`src/rtl/inst_decode_stage.sv`:
```
// Registered decode stage for the 9-bit ISA: one-entry valid/ready buffer between
// fetch and execute, with halt tracking and a saturating illegal-encoding counter.

package inst_decode_pkg;

    typedef enum logic [1:0] {
        IT_I = 2'd0,
        IT_M = 2'd1,
        IT_B = 2'd2,
        IT_R = 2'd3
    } inst_type_e;

    typedef enum logic [2:0] {
        OP_LW    = 3'd0,
        OP_SW    = 3'd1,
        OP_SET   = 3'd2,
        OP_MOV   = 3'd3,
        OP_BR    = 3'd4,
        OP_R_ALU = 3'd5,
        OP_R_SHF = 3'd6,
        OP_R_NEG = 3'd7
    } opcode_e;

    localparam logic [1:0] FUN_SHF_RSVD = 2'd3;
    localparam logic [1:0] FUN_HALT     = 2'd3;

    typedef struct packed {
        inst_type_e itype;
        logic [2:0] opcode;
        logic [1:0] funct;
        logic [2:0] rd;
        logic [2:0] rs;
        logic [7:0] imm;
        logic       reg_we;
        logic       mem_rd;
        logic       mem_wr;
        logic       branch;
        logic       halt;
        logic       illegal;
    } dec_t;

endpackage

module inst_decode_stage
    import inst_decode_pkg::*;
#(
    parameter int unsigned PC_W   = 8,
    parameter int unsigned ILL_CW = 4
) (
    input  logic              clk,
    input  logic              rst_n,
    input  logic              in_valid,
    output logic              in_ready,
    input  logic [8:0]        in_inst,
    input  logic [PC_W-1:0]   in_pc,
    input  logic              flush,
    input  logic              resume,
    output logic              out_valid,
    input  logic              out_ready,
    output logic [PC_W-1:0]   out_pc,
    output logic [1:0]        out_type,
    output logic [2:0]        out_opcode,
    output logic [1:0]        out_funct,
    output logic [2:0]        out_rd,
    output logic [2:0]        out_rs,
    output logic [7:0]        out_imm,
    output logic              out_reg_we,
    output logic              out_mem_rd,
    output logic              out_mem_wr,
    output logic              out_branch,
    output logic              out_halt,
    output logic              out_illegal,
    output logic              halted,
    output logic [ILL_CW-1:0] ill_count
);

    typedef enum logic [1:0] {
        ST_RUN       = 2'd0,
        ST_HALT_PEND = 2'd1,
        ST_HALTED    = 2'd2
    } state_e;

    state_e             state_q;
    logic               out_valid_q;
    dec_t               dec_q;
    dec_t               dec_d;
    logic [PC_W-1:0]    pc_q;
    logic [ILL_CW-1:0]  ill_count_q;
    logic               accept;

    // Field decode of the word currently offered by fetch
    always_comb begin
        dec_d        = '0;
        dec_d.opcode = in_inst[8:6];
        case (opcode_e'(in_inst[8:6]))
            OP_LW: begin
                dec_d.itype  = IT_I;
                dec_d.rd     = {1'b0, in_inst[5:4]};
                dec_d.imm    = {4'b0000, in_inst[3:0]};
                dec_d.mem_rd = 1'b1;
                dec_d.reg_we = 1'b1;
            end
            OP_SW: begin
                dec_d.itype  = IT_I;
                dec_d.rd     = {1'b0, in_inst[5:4]};
                dec_d.imm    = {4'b0000, in_inst[3:0]};
                dec_d.mem_wr = 1'b1;
            end
            OP_SET: begin
                dec_d.itype  = IT_I;
                dec_d.imm    = {2'b00, in_inst[5:0]};
                dec_d.reg_we = 1'b1;
            end
            OP_MOV: begin
                dec_d.itype  = IT_M;
                dec_d.rd     = in_inst[5:3];
                dec_d.rs     = in_inst[2:0];
                dec_d.reg_we = 1'b1;
            end
            OP_BR: begin
                dec_d.itype  = IT_B;
                dec_d.funct  = in_inst[5:4];
                dec_d.imm    = {{4{in_inst[3]}}, in_inst[3:0]};
                dec_d.branch = 1'b1;
            end
            default: begin
                dec_d.itype = IT_R;
                dec_d.funct = in_inst[5:4];
                dec_d.rd    = {1'b0, in_inst[3:2]};
                dec_d.rs    = {1'b0, in_inst[1:0]};
                if (in_inst[8:6] == OP_R_SHF && in_inst[5:4] == FUN_SHF_RSVD) begin
                    dec_d.illegal = 1'b1;
                end else if (in_inst[8:6] == OP_R_NEG && in_inst[5:4] == FUN_HALT) begin
                    dec_d.halt = 1'b1;
                end else begin
                    dec_d.reg_we = 1'b1;
                end
            end
        endcase
    end

    // A flush cycle never accepts; only RUN accepts new words
    assign in_ready = (~out_valid_q | out_ready) & (state_q == ST_RUN) & ~flush;
    assign accept   = in_valid & in_ready;

    always_ff @(posedge clk or negedge rst_n) begin
        if (!rst_n) begin
            state_q     <= ST_RUN;
            out_valid_q <= 1'b0;
            dec_q       <= '0;
            pc_q        <= '0;
            ill_count_q <= '0;
        end else begin
            if (flush) begin
                out_valid_q <= 1'b0;
            end else if (accept) begin
                out_valid_q <= 1'b1;
                dec_q       <= dec_d;
                pc_q        <= in_pc;
            end else if (out_ready) begin
                out_valid_q <= 1'b0;
            end

            if (accept && dec_d.illegal && (ill_count_q != {ILL_CW{1'b1}})) begin
                ill_count_q <= ill_count_q + ILL_CW'(1);
            end

            case (state_q)
                ST_RUN: begin
                    if (accept && dec_d.halt) state_q <= ST_HALT_PEND;
                end
                ST_HALT_PEND: begin
                    if (flush)                          state_q <= ST_RUN;
                    else if (out_valid_q && out_ready)  state_q <= ST_HALTED;
                end
                ST_HALTED: begin
                    if (resume) state_q <= ST_RUN;
                end
                default: state_q <= ST_RUN;
            endcase
        end
    end

    assign out_valid   = out_valid_q;
    assign out_pc      = pc_q;
    assign out_type    = dec_q.itype;
    assign out_opcode  = dec_q.opcode;
    assign out_funct   = dec_q.funct;
    assign out_rd      = dec_q.rd;
    assign out_rs      = dec_q.rs;
    assign out_imm     = dec_q.imm;
    assign out_reg_we  = dec_q.reg_we;
    assign out_mem_rd  = dec_q.mem_rd;
    assign out_mem_wr  = dec_q.mem_wr;
    assign out_branch  = dec_q.branch;
    assign out_halt    = dec_q.halt;
    assign out_illegal = dec_q.illegal;
    assign halted      = (state_q == ST_HALTED);
    assign ill_count   = ill_count_q;

endmodule

```
`config.mk`:
```
export PLATFORM = sky130hd
export DESIGN_NAME = inst_decode_stage
export DESIGN_NICKNAME = d
export VERILOG_FILES = /design/src/rtl/inst_decode_stage.sv
export SDC_FILE = /design/constraint.sdc
export NUM_CORES = 1
export LEC_CHECK = 0
export ABC_AREA = 0
export ABC_CLOCK_PERIOD_IN_PS = 2800
export CAP_MARGIN = 15
export CELL_PAD_IN_SITES_DETAIL_PLACEMENT = 0
export CELL_PAD_IN_SITES_GLOBAL_PLACEMENT = 1
export CORE_ASPECT_RATIO = 1.2
export CORE_MARGIN = 3
export CORE_UTILIZATION = 35
export CTS_CLUSTER_SIZE = 20
export DETAILED_ROUTE_END_ITERATION = 10
export GPL_TIMING_DRIVEN = 0
export PLACE_DENSITY_LB_ADDON = 0.1
export SYNTH_ARGS = -nofsm -noshare
export SYNTH_HDL_FRONTEND = slang
export SYNTH_SLANG_ARGS = --single-unit
export TNS_END_PERCENT = 100
```
`constraint.sdc`:
```
create_clock -name clk -period 2.8 [get_ports clk]
set_input_delay 0.56 -clock clk [delete_from_list [all_inputs] [get_ports clk]]
set_output_delay 0.56 -clock clk [all_outputs]
set_load 0.05 [all_outputs]
```
==> results of run 1 <==
[area by class of cell]
type / instances / area share
Buffer: 10 / 0.0234
Clock buffer: 6 / 0.0283
Clock inverter: 2 / 0.00390
Inverter: 1 / 0.00146
Multi-Input combinational cell: 100 / 0.265
Sequential cell: 41 / 0.400
Tap cell: 58 / 0.0283
Timing Repair Buffer: 64 / 0.249
[cell families after synthesis]
logic type	Yosys count	share of synthesized area
adders and majority gates	1	0.00709
buffers and inverters	11	0.0362
AOI/OAI and AO/OA	35	0.140
DFF	41	0.582
muxes	14	0.0894
and+or+nand+nor	49	0.141
xor gates and xnor gates	1	0.00497
[per-layer routing]
layer / vias up / share of wire / routed length, µm
met3: 7 / 0.059 / 251
met2: 50 / 0.49 / 2100
met1: 701 / 0.43 / 1840
met5: - / 0 / 0
li1: 680 / - / -
met4: 0 / 0.012 / 52
[state kept, by name, summed over array words and instances, names as in the netlist]
name / cells
ill_count: 4
out_branch: 1
out_funct: 2
out_halt: 1
out_illegal: 1
out_imm: 7
out_mem_rd: 1
out_mem_wr: 1
out_opcode: 3
out_pc: 8
out_rd: 3
out_reg_we: 1
out_rs: 3
out_type: 2
out_valid: 1
state_q: 2
[cells in the final DEF (no fill, tap or decap), types with 4 or more instances in the layout]
master	n
mux2_2	14
nor2b_1	6
clkbuf_8	5
a21oi_1	4
nor2_1	7
buf_2	4
nand2_1	23
a22o_1	7
clkdlybuf4s50_1	62
clkbuf_1	5
o21ai_0	11
dfrtp_1	41
[worst max path at each step]
stage,from,end,slack (ns),cells past startpoint
finish,out_ready,in_ready,0.44,4
detailed placement,out_ready,in_ready,0.04,4
global placement,out_ready,in_ready,0.09,4
floorplan,out_valid,in_ready,0.56,2
global route,out_ready,in_ready,0.37,4
CTS,out_ready,in_ready,0.005,4
[where the power goes]
part           switching [mW]  internal, mW
Clock                   0.193         0.173
Sequential             0.0421         0.663
Combinational           0.376         0.213
[stage by stage]
stage	cell area, µm²	hold WS, ns
after floorplan	1770	0.264
after CTS	2560	0.416
after detailed placement	2480	0.465
final	2560	0.389
after global routing	2560	0.449
after global placement	2480	0.459
[repair_timing]
item / CTS / global route
gates resized for setup: 0 / 1
endpoints found under the setup margin: 0 / 1
hold endpoints to repair: 0 / 0
==> flow_summary.yaml, run 1 <==
status:
  status: "completed"
yosys:
  ys_ff_latch: 41
  netlist_instances: 152
  yosysWarnings: 0
  synth.avg_cell_area_um2: 11.6
  synth_top_area_share: 0.582
  synthTopCellsByCount: "dfrtp_1 (41), nand2_1 (23), mux2_2 (14), o21ai_0 (11)"
  synth_seq_area_share: 0.582
  syn_nets: 176
  synth_area_mm2: 0.00176
  synth_cell_type_count: 31
  synth.area.top_cells: "dfrtp_1 (58%), mux2_2 (8.9%), nand2_1 (4.9%), a22o_1 (3.5%), o21ai_0 (3.1%)"
  synth.most_common_cell: "dfrtp_1"
  synth_edf_count: 0
  yosysTopAreaCell: "dfrtp_1"
  synthFlopType: "dfrtp_1"
  async_reset_ff_frac: 1.00
finish:
  fill_cells: 411
  regArea_mm2: 0.00103
  drive_gt1_frac: 0.143
  diodes: 0
  multi_input_area_um2: 681
  final_nets: 247
  fin_cells: 282
  syn_to_final_growth_pct: 45.3
  final_util: 0.542
floorplan:
  core-area_mm2: 0.00473
  ioPinCount: 65
  start_util: 0.373
  die_h_um: 83.8
  die-area_mm2: 0.00593
  die_width_um: 70.8
  core.rowCount: 27
grt:
  top_usage_layer: "met2"
  grt_use_met1: 0.192
  met2_usage: 0.235
  grt_use_met3: 0.0325
  grt_pass1_wl_um: 6880
  track_usage: 0.144
  grt_max_degree: 42
  grt-ovfl-total: 0
  grt_pass1_vias: 1407
  grt_antenna_before_repair: 0
critical_path:
  cp_slowest_cell: "clkdlybuf4s50_1"
  cp_data_required_time_ns: 2.24
  path_max_fanout: 3
  crit-reg2reg-capture: "out_rd[0]"
  critPathLaunchType: "input port"
  worstRegToRegCells: 7
  crit_buf_inv: 2
  r2r-start: "state_q[0]"
  worstPathArrival_ns: 1.80
  crit_type: "in -> out"
  regToRegSetupSlack_ns: 0.88
  worstPathCellList: "clkdlybuf4s50_1 -> nor2b_1 -> nor4_2 -> dlymetal6s2s_1"
  end_kind: "primary output"
  critical_path.top_delay_family: "buffers and inverters"
  max_stage_delay_ns: 0.50
placed_design:
  place_ws_ns: 0.0446
  place_congestion: 0.791
  dp_cells: 274
  port_buffers: 64
  place_hpwl_um: 3130
sta:
  worst_pin_slew_ns: 0.890
  setup_viol: 0
  setup_ws_ns: 0.438
  timing.slew.headroom: 0.407
  max_freq_mhz: 423
  rsz0062_at_grt: "false"
  final_max_slew_viol_count: 0
  tns_ns: 0
  min_period_ns: 2.36
  hold_violations: 0
  period_share: 0.843
  skew_ns: 0.00852
clock_network:
  post-cts-setup-buffers: 0
  cts_inserted_buffers: 5
  cts-root-buf: "clkbuf_8"
  hold_buffers: 0
  insertion_delay_ns: 0.29
  cts_tree: "yes"
  clock_sinks: 41
  clk_pin_slew_ns: 0.08
  clk_path_buf_depth: 2
  cts-htree-levels: 2
route:
  drt-pass1-iter-count: 4
  via_per_inst: 5.10
  drtIter0Drc: 73
  vias: 1438
  ant_nets: 0
  wl_um: 4240
  drc: 0
  routedWlPerCell_um: 15.0
power_and_ir_drop:
  p_total_mw: 1.66
  power_density_mw_per_mm2: 647
  leakage_nw: 1.11
  ir_worst_vdd_v: 0.000355
worst_hold_path:
  hp-class: "in -> async"
job:
  max_cap_violations: 0
(Power assumes the default switching activity.)
==> run 2, diff against run 1 <==
--- a/config.mk
+++ b/config.mk
@@ -6,13 +6,13 @@
 export NUM_CORES = 1
 export LEC_CHECK = 0
 export ABC_AREA = 0
-export ABC_CLOCK_PERIOD_IN_PS = 2800
+export ABC_CLOCK_PERIOD_IN_PS = 2300
 export CAP_MARGIN = 15
 export CELL_PAD_IN_SITES_DETAIL_PLACEMENT = 0
 export CELL_PAD_IN_SITES_GLOBAL_PLACEMENT = 1
 export CORE_ASPECT_RATIO = 1.2
 export CORE_MARGIN = 3
-export CORE_UTILIZATION = 35
+export CORE_UTILIZATION = 33
 export CTS_CLUSTER_SIZE = 20
 export DETAILED_ROUTE_END_ITERATION = 10
 export GPL_TIMING_DRIVEN = 0
==> constraint.sdc (replaced) <==
create_clock -name clk -period 2.3 [get_ports clk]
set_input_delay 0.46 -clock clk [delete_from_list [all_inputs] [get_ports clk]]
set_output_delay 0.46 -clock clk [all_outputs]
set_load 0.05 [all_outputs]
==> run 2 against run 1 <==
Net effect:
- non-clock buffer count unchanged
- global-route usage increased by 0.45 points
- cell area increased by 0.54%
- largest power group unchanged
- sequential share of layout area decreased by 0.21 points
- register-to-register slack got worse by 0.53 ns
- power increased by 26%
- critical path type is now reg -> out
- highest routed layer unchanged
==> flow_summary.yaml, run 2 (synthesized netlist as in run 1, its figures left out) <==
critical_path:
  crit-reg2reg-capture: "out_rs[1]"
  cp_data_required_time_ns: 1.84
  path_max_fanout: 5
  end_kind: "primary output"
  critPathLaunch: "state_q[0]"
  regToRegSetupSlack_ns: 0.35
  worstPathArrival_ns: 1.73
  worstRegToRegCells: 5
  r2r-start: "state_q[0]"
  crit_end: "halted"
  crit_type: "reg -> out"
  critPathLaunchType: "register"
placed_design:
  place_hpwl_um: 3210
  port_buffers: 64
  place_congestion: 0.835
floorplan:
  die_h_um: 86.1
  core-area_mm2: 0.00504
  start_util: 0.350
  ioPinCount: 65
  die-area_mm2: 0.00626
  die_width_um: 72.7
  core.rowCount: 28
finish:
  diodes: 0
  final_common_cell: "clkdlybuf4s50_1"
  largest_reg_flops: 8
  drive_gt1_frac: 0.152
  mostFrequentLayoutCells: "clkdlybuf4s50_1 (62), dfrtp_1 (41), nand2_1 (23), mux2_2 (14), o21ai_0 (11)"
  final_nets: 247
  syn_to_final_growth_pct: 46.1
route:
  via_per_inst: 5.10
  ant_nets: 0
  vias: 1449
  drtIter0Drc: 112
  routedWlPerCell_um: 15.3
  wl_um: 4350
  drc: 0
  drt-pass1-iter-count: 4
grt:
  grt_antenna_before_repair: 0
  track_usage: 0.149
  grt-ovfl-total: 0
  grt_max_degree: 42
  grt_pass1_vias: 1457
  grt_pass1_wl_um: 7250
power_and_ir_drop:
  p_total_mw: 2.09
  ir_worst_vdd_v: 0.000374
  leakage_nw: 1.11
  power_density_mw_per_mm2: 810
sta:
  worst_pin_slew_ns: 0.913
  hold_violations: 0
  tns_ns: 0
  rsz0062_at_grt: "false"
  final_max_slew_viol_count: 0
  max_freq_mhz: 456
  min_period_ns: 2.19
  period_share: 0.954
  timing.slew.headroom: 0.392
  setup_viol: 0
  skew_ns: 0.00814
status:
  status: "completed"
clock_network:
  hold_buffers: 0
  insertion_delay_ns: 0.29
  cts-htree-levels: 2
  cts_tree: "yes"
  clk_pin_slew_ns: 0.08
  clk_path_buf_depth: 2
  cts_inserted_buffers: 5
  clock_sinks: 41
  cts-root-buf: "clkbuf_8"
worst_hold_path:
  hp-class: "in -> async"
job:
  max_cap_violations: 0
-- run 2: worst min-delay path by stage --
| stage | start | end | slack [ns] | cells past startpoint |
|---|---|---|---|---|
| detailed placement | out_rd[0] | out_rd[0] | 0.47 | 2 |
| global route | rst_n | out_rd[0] | 0.38 | 1 |
| CTS | rst_n | out_rd[0] | 0.34 | 1 |
| finish | rst_n | out_rd[0] | 0.30 | 1 |
| global placement | out_type[0] | out_type[0] | 0.46 | 1 |
| floorplan | rst_n | ill_count[0] | 0.16 | 0 |
-- run 2: through the flow --
stage | hold slack (ns) | setup WS [ns] | cells | utilization | instance area [µm²]
finish | 0.297 | 0.105 | 284 | 0.511 | 2580
global route | 0.380 | 0.0104 | 284 | 0.511 | 2580
CTS | 0.339 | 0.0806 | 284 | 0.512 | 2580
detailed placement | 0.474 | -0.196 | 276 | 0.492 | 2480
global placement | 0.461 | -0.236 | 276 | 0.493 | 2490
floorplan | 0.164 | 0.161 | 152 | - | 1770
-- run 2: final cells by class --
type / instances / area, µm²
multi-input cells: 100 / 681
plain buffers: 10 / 60.1
repair buffers: 64 / 631
flip-flops and latches: 41 / 1030
inverters: 1 / 3.75
fillers: 487 / 2470
clock buffers: 7 / 96.3
well taps: 60 / 75.1
clock inverters: 1 / 5.00
-- run 2: routing by layer --
metal / global-route usage / wire length [µm]
met1: 0.191 / 1840
met2: 0.242 / 2150
met3: 0.0422 / 304
met4: 0.0453 / 60
met5: 0 / 0
-- run 2: worst max-delay path, stage by stage (launching register included) --
cell and delay (ns):
dfrtp_1 0.44, nor2b_1 0.18, clkdlybuf4s50_1 0.83
-- run 2: power breakdown --
group	switching, mW	leakage (nW)	total (mW)	internal (mW)
Clock	0.243	0.0542	0.514	0.271
Sequential	0.0505	0.528	0.858	0.807
Combinational	0.458	0.529	0.715	0.258
-- run 2: what timing repair did --
item                                    CTS  global route
resized for setup                         1             3
buffers inserted                          0             0
cloned                                    0             0
endpoints found under the setup margin    1             1
